**src/rtl/mem_arbiter.sv**
```systemverilog
// Shares one main-memory line port between the I-fetch and D-access miss paths.
// Define MEMARB_RR_EN for round-robin arbitration; otherwise D has fixed priority over I.
module mem_arbiter #(
    parameter int LINE_W  = 128,
    parameter int ADDR_W  = 32,
    parameter int TIMEOUT = 64
) (
    input  logic              clk,
    input  logic              reset,
    input  logic              i_req,
    input  logic [ADDR_W-1:0] i_addr,
    output logic              i_ack,
    output logic [LINE_W-1:0] i_rdata,
    input  logic              d_req,
    input  logic              d_we,
    input  logic [ADDR_W-1:0] d_addr,
    input  logic [LINE_W-1:0] d_wdata,
    output logic              d_ack,
    output logic [LINE_W-1:0] d_rdata,
    output logic              mem_req,
    output logic              mem_we,
    output logic [ADDR_W-1:0] mem_addr,
    output logic [LINE_W-1:0] mem_wdata,
    input  logic [LINE_W-1:0] mem_rdata,
    input  logic              mem_ready,
    output logic              pipe_stall,
    output logic              timeout_err
);

    // state  | meaning
    // IDLE   | waiting for a request; arbitrates I vs D
    // BUSY_I | I line read outstanding at memory
    // BUSY_D | D line read/write outstanding at memory
    // RESP   | ack pulse cycle; requests are not sampled
    localparam logic [1:0] IDLE   = 2'd0;
    localparam logic [1:0] BUSY_I = 2'd1;
    localparam logic [1:0] BUSY_D = 2'd2;
    localparam logic [1:0] RESP   = 2'd3;

    localparam int WDOG_W = (TIMEOUT > 1) ? $clog2(TIMEOUT) : 1;
    localparam logic [WDOG_W-1:0] WDOG_LAST = WDOG_W'((TIMEOUT > 0) ? TIMEOUT - 1 : 0);

    logic [1:0]        state;
    logic [WDOG_W-1:0] wdogCnt;
    logic              grantD;
    logic              wdogExpired;

`ifdef MEMARB_RR_EN
    logic lastWasI;
    assign grantD = d_req & (~i_req | lastWasI);
`else
    assign grantD = d_req;
`endif

    // Counter sits at TIMEOUT-1 during the TIMEOUT-th BUSY cycle; expiry fires on that edge.
    assign wdogExpired = (TIMEOUT != 0) && (wdogCnt == WDOG_LAST);

    assign pipe_stall = (i_req & ~i_ack) | (d_req & ~d_ack);

    always_ff @(posedge clk or posedge reset) begin
        if (reset) begin
            state       <= IDLE;
            wdogCnt     <= '0;
            i_ack       <= 1'b0;
            i_rdata     <= '0;
            d_ack       <= 1'b0;
            d_rdata     <= '0;
            mem_req     <= 1'b0;
            mem_we      <= 1'b0;
            mem_addr    <= '0;
            mem_wdata   <= '0;
            timeout_err <= 1'b0;
`ifdef MEMARB_RR_EN
            lastWasI    <= 1'b1;
`endif
        end else begin
            i_ack <= 1'b0;
            d_ack <= 1'b0;
            case (state)
                IDLE: begin
                    if (i_req | d_req) begin
                        mem_req <= 1'b1;
                        wdogCnt <= '0;
                        if (grantD) begin
                            state     <= BUSY_D;
                            mem_we    <= d_we;
                            mem_addr  <= d_addr;
                            mem_wdata <= d_wdata;
                        end else begin
                            state     <= BUSY_I;
                            mem_we    <= 1'b0;
                            mem_addr  <= i_addr;
                            mem_wdata <= '0;
                        end
`ifdef MEMARB_RR_EN
                        lastWasI <= ~grantD;
`endif
                    end
                end
                BUSY_I, BUSY_D: begin
                    if (mem_ready || wdogExpired) begin
                        state   <= RESP;
                        mem_req <= 1'b0;
                        mem_we  <= 1'b0;
                        if (!mem_ready) begin
                            timeout_err <= 1'b1;
                        end
                        // A completed write returns an all-zero line to the D side.
                        if (state == BUSY_I) begin
                            i_ack   <= 1'b1;
                            i_rdata <= mem_ready ? mem_rdata : '0;
                        end else begin
                            d_ack   <= 1'b1;
                            d_rdata <= (mem_ready && !mem_we) ? mem_rdata : '0;
                        end
                    end else begin
                        wdogCnt <= wdogCnt + WDOG_W'(1);
                    end
                end
                RESP: begin
                    state <= IDLE;
                end
                default: begin
                    state <= IDLE;
                end
            endcase
        end
    end

endmodule

```
**config.mk**
```make
export PLATFORM = sky130hd
export DESIGN_NAME = mem_arbiter
export DESIGN_NICKNAME = d
export VERILOG_FILES = /design/src/rtl/mem_arbiter.sv
export SDC_FILE = /design/constraint.sdc
export NUM_CORES = 1
export LEC_CHECK = 0
export CAP_MARGIN = 10
export CORE_AREA = 2 2 289 291
export CTS_BUF_LIST = sky130_fd_sc_hd__clkbuf_8
export DETAILED_ROUTE_END_ITERATION = 8
export DIE_AREA = 0 0 291 293
export GPL_ROUTABILITY_DRIVEN = 0
export PLACE_DENSITY = 0.44
export SLEW_MARGIN = 20
export SYNTH_ARGS = -nofsm -noshare
export SYNTH_HDL_FRONTEND = slang
export SYNTH_SLANG_ARGS = --single-unit
```
**constraint.sdc**
```tcl
create_clock -name clk -period 19.1 [get_ports clk]
set_input_delay 2.865 -clock clk [delete_from_list [all_inputs] [get_ports clk]]
set_output_delay 2.865 -clock clk [all_outputs]
set_load 0.1 [all_outputs]
```
==> results.cfg, run 1 <==
[sta]
hold_viol = 0
finalClockSkew_ns = 0.0525
period_share_pct = 40.4
tns_ns = 0
setup_viol = 0
relSlewSlack_pct = 25.1
period_needed_ns = 7.73
tightest_slew_ns = 1.12
fmax_ghz = 0.129
hold_ws_ns = 0.475
rsz0062_at_grt = false
slew_viol_final = 0

[critical_path]
cp.arrival_ns = 4.86
critPathLaunch = i_req
cp-end-kind = primary output
crit_required_ns = 16.23
critPathLaunchType = input pin
cp_max_fo = 3
rr_startpoint = state[0]
path_class = input pin to primary output

[clocking]
clk_latency_ns = 0.67
h-tree-depth = 3
post_cts_buffers = 0
clockBufferDepth = 3
cts_tree = built
postCtsHoldBufs = 0
clk_pin_slew_ns = 0.05
clock-root-buffer = clkbuf_8
cts_buffers = 82
clock_sink_count = 429
cts_resized = 0

[cells_and_area]
drive_gt1_share_pct = 7.35
post-route-util_pct = 31.4
final_cells = 2951
nets = 2148
syn_to_final_growth_pct = 65.0
nFillCells = 8200

[global_route]
grt_use_met2_pct = 25.0
met1_usage_pct = 15.7
grt_max_degree = 193
met3_usage_pct = 6.04
grt_util_all_layers_pct = 14.3
grt_busiest_layer = met2
grt_pass1_wl_microns = 92900
overflow = 0
antenna_found_initial = 19
grt_pass1_vias = 13800

[placed_design]
dpl.hpwl_microns = 43500
io_buffers = 747
placedCellCount = 2805

[synth]
syn-num-nets = 1399
yosysWarnings = 0
synth_area_sq_mm = 0.0156
yosysSeqAreaShare_pct = 68.9
synth_edf_count = 0
synth_cell_types = 35
synth-async-reset-ratio_pct = 100
synthCells = 1070
synth.avg_cell_area_sq_um = 14.6
synth-seq-cells = 429
synth_ff_type = dfrtp_1

[die]
start_util_pct = 19.0
rows = 105
coreArea_sq_mm = 0.0818
die_h_microns = 293
design.die.area_sq_mm = 0.0853
dieWidth_microns = 291
ioPinCount = 748

[routing]
drc = 0
drtIter0Drc = 517
avgRoutedWirePerCell_microns = 21.3
routed_wl_microns = 62900
ant_nets = 0
drtPass1Iterations = 5
vias_per_cell = 4.27
vias = 12600

[flow_run]
drv_cap = 0

[min_path]
min-delay-start = mem_addr[8]
worstHoldPathType = flip-flop to flip-flop

[status]
outcome = completed
state kept, by name (all words and copies together), names as in the netlist:
name	count
d_ack	1
d_rdata	128
i_ack	1
i_rdata	128
mem_addr	32
mem_req	1
mem_wdata	128
mem_we	1
state	2
timeout_err	1
wdogCnt	6
cell type report:
class | count | area (sq um) | share of cell area, %
clock inverters | 43 | 264 | 1.03
flip-flops and latches | 429 | 10700 | 41.8
clock buffers | 99 | 1360 | 5.30
well taps | 1070 | 1340 | 5.21
repair buffers | 763 | 7600 | 29.5
multi-input cells | 533 | 4360 | 17.0
inverters | 10 | 45.0 | 0.175
diodes | 4 | 10.0 | 0.0389
Yosys cell counts, drive strengths merged, types with 3 or more instances:
master	number	area share, %
a22o	384	22
a21oi	5	0.18
dfrtp	429	69
o21ai	38	1.2
or3	3	0.12
buf	44	1.8
nor2b	3	0.12
ha	3	0.24
nand2	35	0.84
clkbuf	54	1.3
o211ai	3	0.14
mux2i	32	2.1
inv	10	0.24
nand3	4	0.13
layout by cell type, fill, tap and decap left out, drive strengths merged, types with 4 or more instances in the layout:
| cell type | synthesis | layout |
|---|---|---|
| a21oi | 5 | 5 |
| a22o | 384 | 384 |
| buf | 44 | 19 |
| clkbuf | 54 | 99 |
| clkdlybuf4s50 | 0 | 744 |
| clkinv | 0 | 6 |
| dfrtp | 429 | 429 |
| diode | 0 | 4 |
| inv | 10 | 44 |
| mux2i | 32 | 32 |
| nand2 | 35 | 35 |
| nand3 | 4 | 4 |
| o21ai | 38 | 38 |
kinds of logic (layout without fill, tap and decap cells):
family	after synthesis	in the layout	synth area share, %
AO/OA/AOI/OAI	440	440	23.6
flip-flops	429	429	68.9
buffers and inverters	108	915	3.37
AND/OR/NAND/NOR	58	58	1.81
multiplexers	32	32	2.06
adder cells (fa/ha/maj)	3	3	0.241
other	0	4	0
critical path: stages:
cell and delay [ns]:
clkdlybuf4s50_1 0.56, inv_1 0.09, o22ai_1 0.18, clkdlybuf4s50_1 1.16
per-stage QoR:
| stage | worst slack (ns) | cell area, sq um |
|---|---|---|
| detailed placement | 11.37 | 24100 |
| global route | 11.25 | 25700 |
| CTS | 11.37 | 25700 |
| global placement | 11.37 | 24100 |
| floorplan | 4.29 | 15600 |
| finish | 11.37 | 25700 |
metal layers:
layer	vias to the layer above	part of all wire [%]
li1	5601	-
met1	6292	37
met2	558	51
met3	123	9.3
met4	28	2.2
met5	-	0.27
final timing paths:
kind / slack [ns] / end / cells after the start
setup / recovery: 11.37 / pipe_stall / 4
hold reg to reg: 0.47 / mem_addr[8] / 2
setup reg to reg: 15.66 / i_rdata[40] / 6
hold / removal: 0.47 / mem_addr[8] / 2
max in group asynchronous: 13.82 / wdogCnt[3] / 4
min in group asynchronous: 2.79 / d_rdata[31] / 2
Power of run 1 is left out: the tool's default activity adds up to more than one toggle a clock period on the data nets, which glitch-free logic cannot reach.
==> run 2, diff against run 1 <==
==> constraint.sdc (replaced) <==
create_clock -name clk -period 7.6 [get_ports clk]
set_input_delay 1.14 -clock clk [delete_from_list [all_inputs] [get_ports clk]]
set_output_delay 1.14 -clock clk [all_outputs]
set_load 0.1 [all_outputs]
==> results.cfg, run 2 (synthesis results as in run 1) <==
[critical_path]
cp.arrival_ns = 3.12
crit_required_ns = 6.46
cp_max_fo = 3
critPathLaunchType = input pin
cp-end-kind = primary output
path_class = input pin to primary output

[placed_design]
io_buffers = 747
placedCellCount = 2804
dpl.hpwl_microns = 43400
placed_cell_area_sq_mm = 0.0241

[routing]
vias = 12700
vias_per_cell = 4.27
drtPass1Iterations = 5
routed_wl_microns = 63400
drtIter0Drc = 530
avgRoutedWirePerCell_microns = 21.4
ant_nets = 0
drc = 0

[clocking]
h-tree-depth = 3
postCtsHoldBufs = 0
cts_buffers = 84
post_cts_buffers = 0
clk_pin_slew_ns = 0.05
clock_sink_count = 429
clockBufferDepth = 3
cts_tree = built
clock-root-buffer = clkbuf_8
cts_resized = 0
clk_latency_ns = 0.68

[sta]
rsz0062_at_grt = false
period_needed_ns = 4.26
relSlewSlack_pct = 24.0
slew_viol_final = 0
period_share_pct = 56.1
hold_viol = 0
finalClockSkew_ns = 0.0406
tns_ns = 0
setup_viol = 0
fmax_ghz = 0.235
tightest_slew_ns = 1.14

[global_route]
overflow = 0
grt_pass1_vias = 13600
antenna_found_initial = 17
grt_max_degree = 189
grt_pass1_wl_microns = 93700
grt_util_all_layers_pct = 14.5

[die]
coreArea_sq_mm = 0.0818
dieWidth_microns = 291
start_util_pct = 19.0
ioPinCount = 748
rows = 105
design.die.area_sq_mm = 0.0853
die_h_microns = 293

[flow_run]
drv_cap = 0

[cells_and_area]
final_common_cell = clkdlybuf4s50_1
syn_to_final_growth_pct = 66.8
nets = 2149
finalInstanceArea_sq_mm = 0.0260
layout_common_cells = clkdlybuf4s50_1, dfrtp_1, a22o_1
reg_top3 = d_rdata: 128 flops, i_rdata: 128 flops, mem_wdata: 128 flops
final_cells = 2965
register_area_sq_mm = 0.0107
multi_input_area_sq_mm = 0.00436
drive_gt1_share_pct = 8.53
nFillCells = 8254

[min_path]
worstHoldPathType = flip-flop to flip-flop

[status]
outcome = completed
==> run 2: cell types whose count changed in the layout (fill, tap and decap cells not counted), moves of 3 or more <==
cell and change:
diode_2 +3, buf_12 +4, clkinv_2 +3, clkbuf_8 +12
clkdlybuf4s50_1 -4, clkinvlp_4 +3, inv_1 -8
==> run 2: final timing paths <==
kind	start	end	slack, ns	depth (start not counted)
setup / recovery	i_req	pipe_stall	3.34	4
hold / removal	mem_addr[20]	mem_addr[20]	0.47	2
setup reg to reg	state[0]	i_rdata[86]	4.42	5
hold reg to reg	mem_addr[20]	mem_addr[20]	0.47	2
max in group asynchronous	reset	d_rdata[41]	5.08	3
min in group asynchronous	reset	i_rdata[101]	1.04	2
==> run 2: cell type report <==
type / instances / area share (%)
antenna: 7 / 0.0674
clock buffer: 111 / 5.88
clock inverter: 43 / 1.33
inverter: 10 / 0.159
multi-input combinational: 533 / 16.8
sequential: 429 / 41.3
tap: 1070 / 5.15
timing repair buffer: 762 / 29.4
==> run 2: critical path, stage by stage <==
cell and delay, ns:
clkdlybuf4s50_1 0.55, inv_1 0.10, o22ai_1 0.17, clkdlybuf4s50_1 1.16
==> run 2: routing by layer <==
metal | part of all wire [%] | vias up | track usage, %
li1 | - | 5633 | -
met1 | 39 | 6311 | 16.6
met2 | 50 | 572 | 24.7
met3 | 8.9 | 118 | 5.79
met4 | 2.1 | 20 | 4.59
met5 | 0.21 | - | 0
==> run 2: metrics by stage <==
step                      hold WS (ns)  util (%)  setup WS [ns]
after floorplan                  0.479         -          0.669
after global placement           0.462      29.5           3.32
after detailed placement         0.467      29.5           3.34
after CTS                        0.478      31.7           3.34
after global routing             0.504      31.8           3.27
final                            0.475      31.8           3.34
Power of run 2 is left out for the same reason.
==> run 3, diff against run 2 <==
==> constraint.sdc (replaced) <==
create_clock -name clk -period 4.4 [get_ports clk]
set_input_delay 0.66 -clock clk [delete_from_list [all_inputs] [get_ports clk]]
set_output_delay 0.66 -clock clk [all_outputs]
set_load 0.1 [all_outputs]
==> results.cfg, run 3 (synthesis results as in run 1) <==
[status]
outcome = completed

[global_route]
met3_usage_pct = 5.98
overflow = 0
antenna_found_initial = 14
grt_use_met2_pct = 24.6
grt_pass1_vias = 13700
grt_pass1_wl_microns = 93400
met1_usage_pct = 16.3
grt_max_degree = 128
grt_util_all_layers_pct = 14.4
grt_busiest_layer = met2

[cells_and_area]
final_common_cell = clkdlybuf4s50_1
layout_common_cells = clkdlybuf4s50_1, dfrtp_1, a22o_1
post-route-util_pct = 31.8
reg_top3 = d_rdata: 128 flops, i_rdata: 128 flops, mem_wdata: 128 flops
syn_to_final_growth_pct = 66.7
nFillCells = 8200
drive_gt1_share_pct = 8.70
nets = 2171

[critical_path]
slowest_delay_ns = 1.26
r2r_slack_ns = 1.68
cp-end-kind = primary output
path_class = flip-flop to primary output
r2r_end = i_rdata[50]
cp_max_fo = 2
crit_required_ns = 3.74
slowest_stage = clkdlybuf4s50_1
cp_cell_sequence = clkdlybuf4s50_1
path_buf_inv = 1
reg2reg_depth = 5
critPathTopFamily = buffers and inverters
rr_startpoint = state[0]
cp.arrival_ns = 2.32
critPathLaunchType = flip-flop

[flow_run]
drv_cap = 0

[clocking]
cts_buffers = 80
cts_tree = built
clockBufferDepth = 3
post_cts_buffers = 0
cts_resized = 0
postCtsHoldBufs = 0
clock_sink_count = 429
clock-root-buffer = clkbuf_8
clk_pin_slew_ns = 0.06
clk_latency_ns = 0.67
h-tree-depth = 3

[routing]
drtPass1Iterations = 4
ant_nets = 0
vias = 12600
vias_per_cell = 4.25
drc = 0
drtIter0Drc = 689
avgRoutedWirePerCell_microns = 21.2
routed_wl_microns = 62900

[die]
design.die.area_sq_mm = 0.0853
rows = 105
start_util_pct = 19.0
dieWidth_microns = 291
ioPinCount = 748
die_h_microns = 293
coreArea_sq_mm = 0.0818

[sta]
hold_ws_ns = 0.474
fmax_ghz = 0.336
period_needed_ns = 2.98
relSlewSlack_pct = 22.0
rsz0062_at_grt = false
tightest_slew_ns = 1.17
slew_viol_final = 0
setup_viol = 0
period_share_pct = 67.6
tns_ns = 0
hold_viol = 0
fin_ws_ns = 1.42
finalClockSkew_ns = 0.0593

[min_path]
worstHoldPathType = flip-flop to flip-flop
worstHoldEndpoint = timeout_err
holdPathStages = 1
min-delay-start = timeout_err

[placed_design]
place_worst_setup_slack_ns = 1.41
dpl.hpwl_microns = 45100
io_buffers = 747
[run 3: cell count changes in the layout (fill, tap and decap cells not counted)]
cell             change
buf_12               +9
buf_2                -1
buf_4               +14
bufinv_16            -1
clkbuf_8            -21
clkdlybuf4s50_1      +4
clkinv_2             +3
clkinv_4             +1
clkinv_8             -3
clkinvlp_4           +1
diode_2              -5
inv_8                +2
[run 3: worst max path at each step]
stage | startpoint | endpoint | slack (ns) | cells past startpoint
finish | i_rdata[6] | i_rdata[6] | 1.42 | 1
global route | i_rdata[27] | i_rdata[27] | 1.32 | 1
CTS | i_rdata[6] | i_rdata[6] | 1.33 | 1
detailed placement | mem_ready | i_rdata[49] | 1.41 | 5
global placement | mem_ready | i_rdata[15] | 1.50 | 5
floorplan | reset | d_ack | -2.05 | 1
[run 3: final cells by class]
class | count | area (sq um) | share of cell area, %
repair buffers | 788 | 7950 | 30.6
flip-flops and latches | 429 | 10700 | 41.3
clock buffers | 90 | 1240 | 4.77
inverters | 10 | 41.3 | 0.159
well taps | 1070 | 1340 | 5.15
diodes | 2 | 5.00 | 0.0193
clock inverters | 46 | 320 | 1.23
multi-input cells | 533 | 4360 | 16.8
[run 3: worst register-to-register path: stages, from the launching register on]
cell      delay (ns)
dfrtp_1         0.37
inv_1           0.05
ha_1            0.60
nand3b_1        0.81
buf_12          0.48
a22o_1          0.32
[run 3: per-stage QoR]
step / instance area [sq um] / instances
4_1_cts: 26000 / 2966
5_1_grt: 26000 / 2968
3_3_place_gp: 24400 / 2830
3_5_place_dp: 24400 / 2830
2_1_floorplan: 15600 / 1070
6_report: 26000 / 2968
[run 3: routing by layer]
layer,share of wire (%),vias to the layer above,routed length [microns]
li1,-,5650,-
met1,39,6269,24300
met2,49,555,31100
met3,9.1,119,5720
met4,2.6,22,1630
met5,0.21,-,135
Power of run 3 is left out for the same reason.
